<file path="src/rtl/xmem_port_pkg.sv">
// xmem_port_pkg: shared constants for the Versat memory-port sequencer.
package xmem_port_pkg;
    localparam int XMEM_ADDR_W = 10;
    localparam logic XMEM_RD = 1'b0;
    localparam logic XMEM_WR = 1'b1;
    localparam int XMEM_RAM_LAT_MIN = 1;
    localparam int XMEM_RAM_LAT_MAX = 2;
endpackage

</file>
<file path="src/rtl/xdelay_line.sv">
// xdelay_line: programmable-depth address/enable delay built on a circular buffer.
module xdelay_line #(
    parameter int AW      = 10,
    parameter int DELAY_W = 5
) (
    input  logic               clk,
    input  logic               rst,
    input  logic               stall,
    input  logic [DELAY_W-1:0] delay,
    input  logic [AW-1:0]      addr_i,
    input  logic               en_i,
    output logic [AW-1:0]      addr_o,
    output logic               en_o
);
    localparam int DEPTH = 1 << DELAY_W;

    logic [AW-1:0]      addr_mem [DEPTH];
    logic [DEPTH-1:0]   vld_q;
    logic [DELAY_W-1:0] wptr_q;
    logic [DELAY_W-1:0] rptr;

    assign rptr = wptr_q - delay;

    always_ff @(posedge clk or posedge rst) begin
        if (rst) begin
            vld_q  <= '0;
            wptr_q <= '0;
        end else if (!stall) begin
            vld_q[wptr_q] <= en_i;
            wptr_q        <= wptr_q + DELAY_W'(1);
        end
    end

    // Address payload needs no reset: it is only consumed alongside a set valid bit.
    always_ff @(posedge clk) begin
        if (!stall) addr_mem[wptr_q] <= addr_i;
    end

    assign en_o   = (delay == '0) ? en_i   : vld_q[rptr];
    assign addr_o = (delay == '0) ? addr_i : addr_mem[rptr];
endmodule

</file>
<file path="src/rtl/xmem_port.sv">
// xmem_port: aligns the address-generator stream to the datapath and drives one RAM port,
// returning read data with a strobe and reporting when every access has retired.
module xmem_port
    import xmem_port_pkg::*;
#(
    parameter int MEM_ADDR_W = XMEM_ADDR_W,
    parameter int DATA_W     = 32,
    parameter int DELAY_W    = 5,
    parameter int RAM_LAT    = 1
) (
    input  logic                  clk,
    input  logic                  rst,
    input  logic                  init,
    input  logic                  pause,
    input  logic                  cfg_wr,
    input  logic [DELAY_W-1:0]    cfg_delay,
    input  logic [MEM_ADDR_W-1:0] ag_addr,
    input  logic                  ag_mem_en,
    input  logic                  ag_done,
    input  logic [DATA_W-1:0]     in_data,
    output logic                  ram_en,
    output logic                  ram_we,
    output logic [MEM_ADDR_W-1:0] ram_addr,
    output logic [DATA_W-1:0]     ram_wdata,
    input  logic [DATA_W-1:0]     ram_rdata,
    output logic [DATA_W-1:0]     out_data,
    output logic                  out_valid,
    output logic                  done,
    output logic [MEM_ADDR_W:0]   xfer_cnt
);
    localparam int LAT = (RAM_LAT < XMEM_RAM_LAT_MIN) ? XMEM_RAM_LAT_MIN :
                         (RAM_LAT > XMEM_RAM_LAT_MAX) ? XMEM_RAM_LAT_MAX : RAM_LAT;
    localparam int IW  = DELAY_W + 2;

    logic                  dl_en;
    logic [MEM_ADDR_W-1:0] dl_addr;
    logic                  s1_en_q;
    logic [MEM_ADDR_W-1:0] s1_addr_q;
    logic [LAT-1:0]        rv_q;
    logic [LAT:0]          rv_d;
    logic [DATA_W-1:0]     out_data_q;
    logic                  out_valid_q;
    logic                  done_q;
    logic [IW-1:0]         infl_q, infl_d;
    logic [MEM_ADDR_W:0]   xfer_q, xfer_d;
    logic                  push;

    xdelay_line #(.AW(MEM_ADDR_W), .DELAY_W(DELAY_W)) u_dline (
        .clk    (clk),
        .rst    (rst),
        .stall  (pause),
        .delay  (cfg_delay),
        .addr_i (ag_addr),
        .en_i   (ag_mem_en),
        .addr_o (dl_addr),
        .en_o   (dl_en)
    );

    assign push      = ag_mem_en & ~pause;
    assign ram_en    = s1_en_q & ~pause;
    assign ram_we    = ram_en & (cfg_wr == XMEM_WR);
    assign ram_addr  = s1_addr_q;
    assign ram_wdata = in_data;
    assign rv_d      = {rv_q, ram_en & (cfg_wr == XMEM_RD)};
    // Writes retire when issued, reads when their data is handed back.
    assign infl_d    = infl_q + IW'(push) - IW'(ram_we) - IW'(out_valid_q);
    assign xfer_d    = (init & done_q) ? '0 :
                       (ram_en & ~&xfer_q) ? xfer_q + 1'b1 : xfer_q;

    always_ff @(posedge clk or posedge rst) begin
        if (rst) begin
            s1_en_q     <= 1'b0;
            s1_addr_q   <= '0;
            rv_q        <= '0;
            out_data_q  <= '0;
            out_valid_q <= 1'b0;
            infl_q      <= '0;
            done_q      <= 1'b1;
            xfer_q      <= '0;
        end else begin
            if (!pause) begin
                s1_en_q   <= dl_en;
                s1_addr_q <= dl_addr;
            end
            rv_q        <= rv_d[LAT-1:0];
            out_valid_q <= rv_q[LAT-1];
            if (rv_q[LAT-1]) out_data_q <= ram_rdata;
            infl_q      <= infl_d;
            done_q      <= ag_done & (infl_q == '0) & ~ag_mem_en;
            xfer_q      <= xfer_d;
        end
    end

    assign out_data  = out_data_q;
    assign out_valid = out_valid_q;
    assign done      = done_q;
    assign xfer_cnt  = xfer_q;
endmodule
</file>
<file path="config.mk">
export PLATFORM = sky130hd
export DESIGN_NAME = xmem_port
export DESIGN_NICKNAME = d
export VERILOG_FILES = /design/src/rtl/xmem_port_pkg.sv /design/src/rtl/xdelay_line.sv /design/src/rtl/xmem_port.sv
export SDC_FILE = /design/constraint.sdc
export NUM_CORES = 1
export LEC_CHECK = 0
export CAP_MARGIN = 20
export CORE_MARGIN = 2
export CORE_UTILIZATION = 50
export DETAILED_ROUTE_END_ITERATION = 6
export HOLD_SLACK_MARGIN = 0.06
export MAX_ROUTING_LAYER = met4
export PLACE_DENSITY = 0.71
export SYNTH_ARGS = -nofsm -noshare
export SYNTH_HDL_FRONTEND = slang
export SYNTH_SLANG_ARGS = --single-unit
</file>
<file path="constraint.sdc">
create_clock -name clk -period 8.2 [get_ports clk]
set_clock_uncertainty 0.15 [all_clocks]
set_input_delay 1.23 -clock clk [delete_from_list [all_inputs] [get_ports clk]]
set_output_delay 1.23 -clock clk [all_outputs]
set_load 0.05 [all_outputs]
</file>
# --- Word-level counts from Yosys, hierarchy flattened ---
# Memory sizes are Yosys's and may differ from the RTL's. A register that Yosys moved wholly into a read port is not among the register bits.
# Cells that the tools add are included.
word_totals:
  latch_bits: 0
  memories: 1
  in_bits: 86
  mem_bits_ro: 0
  out_inout_bits: 89
  reg_bits: 91
  elab_cells: 46
  ramBits: 320
op_classes:
  muxes: 9
  eq_ne: 0
  order_cmp: 3
  n_shift: 0
  bitwise: 11
  n_div: 0
  n_reduce_logical: 7
  add_sub_neg: 6
  mul: 0
mem_list:
  columns: ["memory", "depth", "width", "rd", "rd_ports_with_merged_regs", "wr", "line", "rtl"]
  rows:
  - ["u_dline.addr_mem", 32, 10, 1, 1, 1, "xdelay_line.sv:17", "logic [AW-1:0] addr_mem [DEPTH];"]
op_table:
  columns: ["cell", "count"]
  rows:
  - ["$bwmux 32", 1]
  - ["$mux 11", 2]
  - ["$sub 7x1->7", 2]
  - ["$lt 5x6->1 const B", 2]
  - ["$add 11x1->11 const B", 1]
  - ["$reduce_and 11->1", 1]
  - ["$and 1x1->1", 8]
  - ["$add 7x1->7", 1]
  - ["$logic_not 7->1", 1]
  - ["$add 5x1->5 const B", 1]
  - ["$bmux 1 s5", 1]
  - ["$demux 1 s5", 1]
  - ["$ge 5x1->1 const B", 1]
  - ["$logic_not 5->1", 1]
  - ["$sub 5x5->5", 1]
  - ["$mux 1", 4]
  - ["$not 1->1", 3]
  - ["$logic_not 1->1", 2]
  - ["$reduce_bool 2->1", 1]
  - ["$logic_and 1x1->1", 1]

# --- Logic depth before layout (Yosys ltp) ---
logic_depth:
  depth_word: 5
  depth_mapped: 15
  mapped_depth_nobuf: 14

# --- By module ---
# A second synthesis with hierarchy kept.
unflattened:
  cells_unflattened: 1022
  area_unflattened_um2: 17464.2
modules_own_cells:
  columns: ["module", "seq_area_each_um2", "cells_each", "n_inst", "area_each_um2"]
  rows:
  - ["xdelay_line", 10535.1, 787, 1, 14457.6]
  - ["xmem_port", 1602.8, 235, 1, 3006.6]

# --- Worst setup path before layout ---
# No wires, ideal clock.
synth_timing:
  kind: "input to register"
  start: "in pause"
  end: "reg infl_q[5]"
  setup_ns: 0.128
  cell_stages: 14
  slack_ns: 4.158
  path_buffers: 1
  arrival_time_ns: 3.764
  required_ns: 7.922
  path_cell_list: "clkbuf_1 -> nand2b_1 -> inv_1 -> nand2_1 -> fa_1 -> inv_1 -> ha_1 -> inv_1 -> ha_1 -> inv_1 -> fa_1 -> o21bai_1 -> a21oi_1 -> xor2_1"
synth_between:
  elab_chain_len: 5
  elab_cells_between_ends: 7
  classes_between: "add/sub: 3; bitwise: 4"
synth_rtl:
  columns: ["item", "line", "rtl"]
  rows:
  - ["start, declared", "xmem_port.sv:14", "input logic pause,"]
  - ["$not 1->1", "xmem_port.sv:60", "assign ram_en = s1_en_q & ~pause;"]
  - ["$and 1x1->1", "xmem_port.sv:60", null]
  - ["via ram_en", "xmem_port.sv:21", "output logic ram_en,"]
  - ["$and 1x1->1", "xmem_port.sv:61", "assign ram_we = ram_en & (cfg_wr == XMEM_WR);"]
  - ["$sub 7x1->7 (2 in a row)", "xmem_port.sv:66", "assign infl_d = infl_q + IW'(push) - IW'(ram_we) - IW'(out_valid_q);"]
  - ["via infl_d[5]", "xmem_port.sv:44", "logic [IW-1:0] infl_q, infl_d;"]
  - ["end signal, assigned", "xmem_port.sv:88", "infl_q <= infl_d;"]
  - ["end, declared", "xmem_port.sv:44", null]
# The timed path passes the listed nets, and every way through them passes these cells.
# A chain may end at the register's enable or synchronous reset.

# --- Final worst setup path ---
layout_timing:
  start: "in pause"
  end: "out ram_we"
layout_between:
  elab_chain_len: 3
layout_rtl:
  columns: ["item", "line", "rtl"]
  rows:
  - ["$not 1->1", "xmem_port.sv:60", null]
  - ["$and 1x1->1", "xmem_port.sv:60", null]
  - ["$and 1x1->1", "xmem_port.sv:61", null]
  - ["end, declared", "xmem_port.sv:22", "output logic ram_we,"]
# No other way between the ends.

==> impl_metrics.json <==
{
  "r2r-end": "ram_addr[4]",
  "start_util_pct": 50.6,
  "seq_area_frac_synth_pct": 69.6,
  "setup_viol": 0,
  "min_path_cells": 1,
  "reg2reg_from": "u_dline.wptr_q[0]",
  "grt.total_usage_pct": 21.8,
  "synthCells": 970,
  "rows": 68,
  "syn_nets": 1077,
  "n_fill_cell": 2567,
  "critPathKind": "primary input to output port",
  "ys_warn_count": 0,
  "drc_errors": 0,
  "syn_avg_cell_area_um2": 18.0,
  "pin_count": 175,
  "r2r_setup_slack_ns": 4.21,
  "drive_gt1_share_pct": 24.6,
  "crit_fanout": 27,
  "grt_overflow_total": 0,
  "cts.sink_count": 421,
  "ff2ff_path_depth": 8,
  "avgRoutedWirePerCell_um": 23.7,
  "cp.required_ns": 6.82,
  "peakVddDrop_mv": 0.359,
  "max_slew.worst_pin.slew_ns": 1.06,
  "synth_cell_types": 57,
  "outcome": "finished clean",
  "setup_slack_ns": 3.56,
  "synth_edf_count": 320,
  "detail-route-antenna-nets": 0,
  "hp-class": "flip-flop to flip-flop",
  "die-area_um2": 36400,
  "cp.arrival_ns": 3.26,
  "maxCapViolCount": 0,
  "period_share_pct": 56.6,
  "min_period_ns": 4.64,
  "antenna_found_initial": 0,
  "async_reset_ff_share_pct": 24.0,
  "final-hold-violation-count": 0,
  "grt_pass1_vias": 9532,
  "ctsResizeCount": 0,
  "worstHoldStart": "u_dline.vld_q[14]",
  "place_ws_ns": 3.15,
  "grt_max_degree": 71,
  "cts_tree": "done",
  "drt_wl_total_mm": 37.6,
  "synthFlopType": "edfxtp_1",
  "place_congestion": 0.871,
  "max_freq_mhz": 215,
  "cts_buffers": 43,
  "drv_slew": 0,
  "worstSkewPairLatency_ns": 0.55,
  "coreArea_um2": 34500,
  "synth-seq-cells": 421,
  "most-common-layout-cells": "edfxtp_1 (320), clkdlybuf4s50_1 (110), dfrtp_1 (100)",
  "io_buffers": 110,
  "syn-cell-area_um2": 17400,
  "clockBufferDepth": 3,
  "dp_hpwl_mm": 23.3,
  "cts_setup_buffers": 0,
  "clockRootBuffer": "clkbuf_16",
  "drt_iter0_drc": 828,
  "die_height_um": 191,
  "area_growth_syn_to_layout_pct": 17.4,
  "first_pass_iters": 5,
  "final_util_pct": 59.4,
  "critPathCaptureType": "output port",
  "cts_max_level": 2,
  "rsz0062_at_grt": "no",
  "vias": 9184,
  "min_to": "u_dline.vld_q[14]",
  "fin_nets": 1203,
  "finalSetupTns_ns": 0,
  "postCtsHoldBufs": 0,
  "powerDensity_nw_per_um2": 384,
  "die_width_um": 191,
  "max_slew_margin_pct": 28.9,
  "clk_pin_slew_ns": 0.06,
  "grt_pass1_wl_mm": 57.2,
  "avgViaCountPerCell": 5.79,
  "leakagePower_nw": 7.27,
  "antennaDiodeCount": 0,
  "final_common_cell": "edfxtp_1",
  "startpoint_type": "primary input"
}
## registers in the layout (all words and copies together) (netlist names)
name / flops
u_dline.addr_mem: 320
u_dline.vld_q: 32
xfer_cnt: 11
infl_q: 7
out_data: 32
out_valid: 1
s1_en_q: 1
u_dline.wptr_q: 5
rv_q: 1
ram_addr: 10
done: 1
## critical path: stages
cell and delay (ns):
clkdlybuf4s50_1 0.45, buf_4 0.31, nand2b_1 0.27, inv_1 0.11, nand2_1 0.14, inv_1 0.05
clkdlybuf4s50_1 0.69
## worst max-delay path by stage
stage / startpoint / end / slack, ns / cells after the start
detailed placement: cfg_delay[0] / ram_addr[4] / 3.15 / 8
global route: pause / ram_we / 3.51 / 7
floorplan: pause / infl_q[5] / 4.16 / 14
finish: pause / ram_we / 3.56 / 7
global placement: cfg_delay[0] / ram_addr[4] / 3.17 / 8
CTS: pause / ram_we / 3.57 / 7
## power by group
group / internal, mW / leakage [nW] / switching (mW)
Clock: 1.03 / 0.647 / 0.795
Combinational: 1.39 / 2.47 / 1.84
Sequential: 2.61 / 4.16 / 0.189
Total: 5.03 / 7.27 / 2.83
## cell usage after synthesis, types with 4 or more instances
cell / n / share of area (%)
a22oi_1: 9 / 0.39
nand2b_1: 7 / 0.25
o211ai_1: 9 / 0.39
xor2_1: 6 / 0.30
inv_1: 21 / 0.45
mux2_2: 65 / 4.2
o21ai_0: 11 / 0.32
dfrtp_1: 100 / 14
xnor2_1: 14 / 0.70
buf_2: 15 / 0.43
mux2i_1: 24 / 1.4
buf_4: 36 / 1.6
buf_1: 12 / 0.26
nor2_1: 50 / 1.1
mux4_2: 90 / 12
and3_1: 4 / 0.14
edfxtp_1: 320 / 55
or3_1: 4 / 0.14
a21oi_1: 24 / 0.69
nand3_1: 5 / 0.14
nand2_1: 54 / 1.2
o22a_1: 8 / 0.40
ha_1: 18 / 1.3
clkbuf_1: 14 / 0.30
## kinds of logic (layout without fill, tap and decap cells)
group	count (synthesis)	after routing	synth area share, %
AOI/OAI and AO/OA	76	76	2.91
xor gates and xnor gates	24	24	1.50
adders and majority gates	21	21	1.64
buffers and inverters	100	261	3.12
DFF	421	421	69.6
muxes	179	179	17.2
and+or+nand+nor	149	149	4.02
## metrics by stage
| step | cells | hold slack (ns) | total power [mW] | cell area, um2 |
|---|---|---|---|---|
| CTS | 1581 | 0.353 | 7.91 | 20400 |
| floorplan | 970 | 0.202 | 5.13 | 17400 |
| detailed placement | 1501 | 0.340 | 6.08 | 19100 |
| finish | 1586 | 0.351 | 7.85 | 20500 |
| global placement | 1492 | 0.334 | 6.03 | 19000 |
| global route | 1586 | 0.366 | 8.22 | 20500 |
## routing by layer
layer,track usage (%),part of all wire (%),up-vias,wire (um)
met3,3.40,7.6,85,2850
met5,-,0,-,0
met1,30.4,42,4721,15800
met2,33.5,47,406,17800
met4,7.13,2.9,0,1080
li1,-,-,3972,-
## final cells by class
class / instances / area (um2) / area share [%]
Timing Repair Buffer: 160 / 1560 / 7.64
Inverter: 21 / 81.3 / 0.397
Multi-Input combinational cell: 449 / 4800 / 23.4
Tap cell: 455 / 569 / 2.78
Sequential cell: 421 / 12100 / 59.3
Clock inverter: 16 / 111 / 0.544
Clock buffer: 64 / 1200 / 5.89
Note: power is estimated with default switching activity, not from simulation.
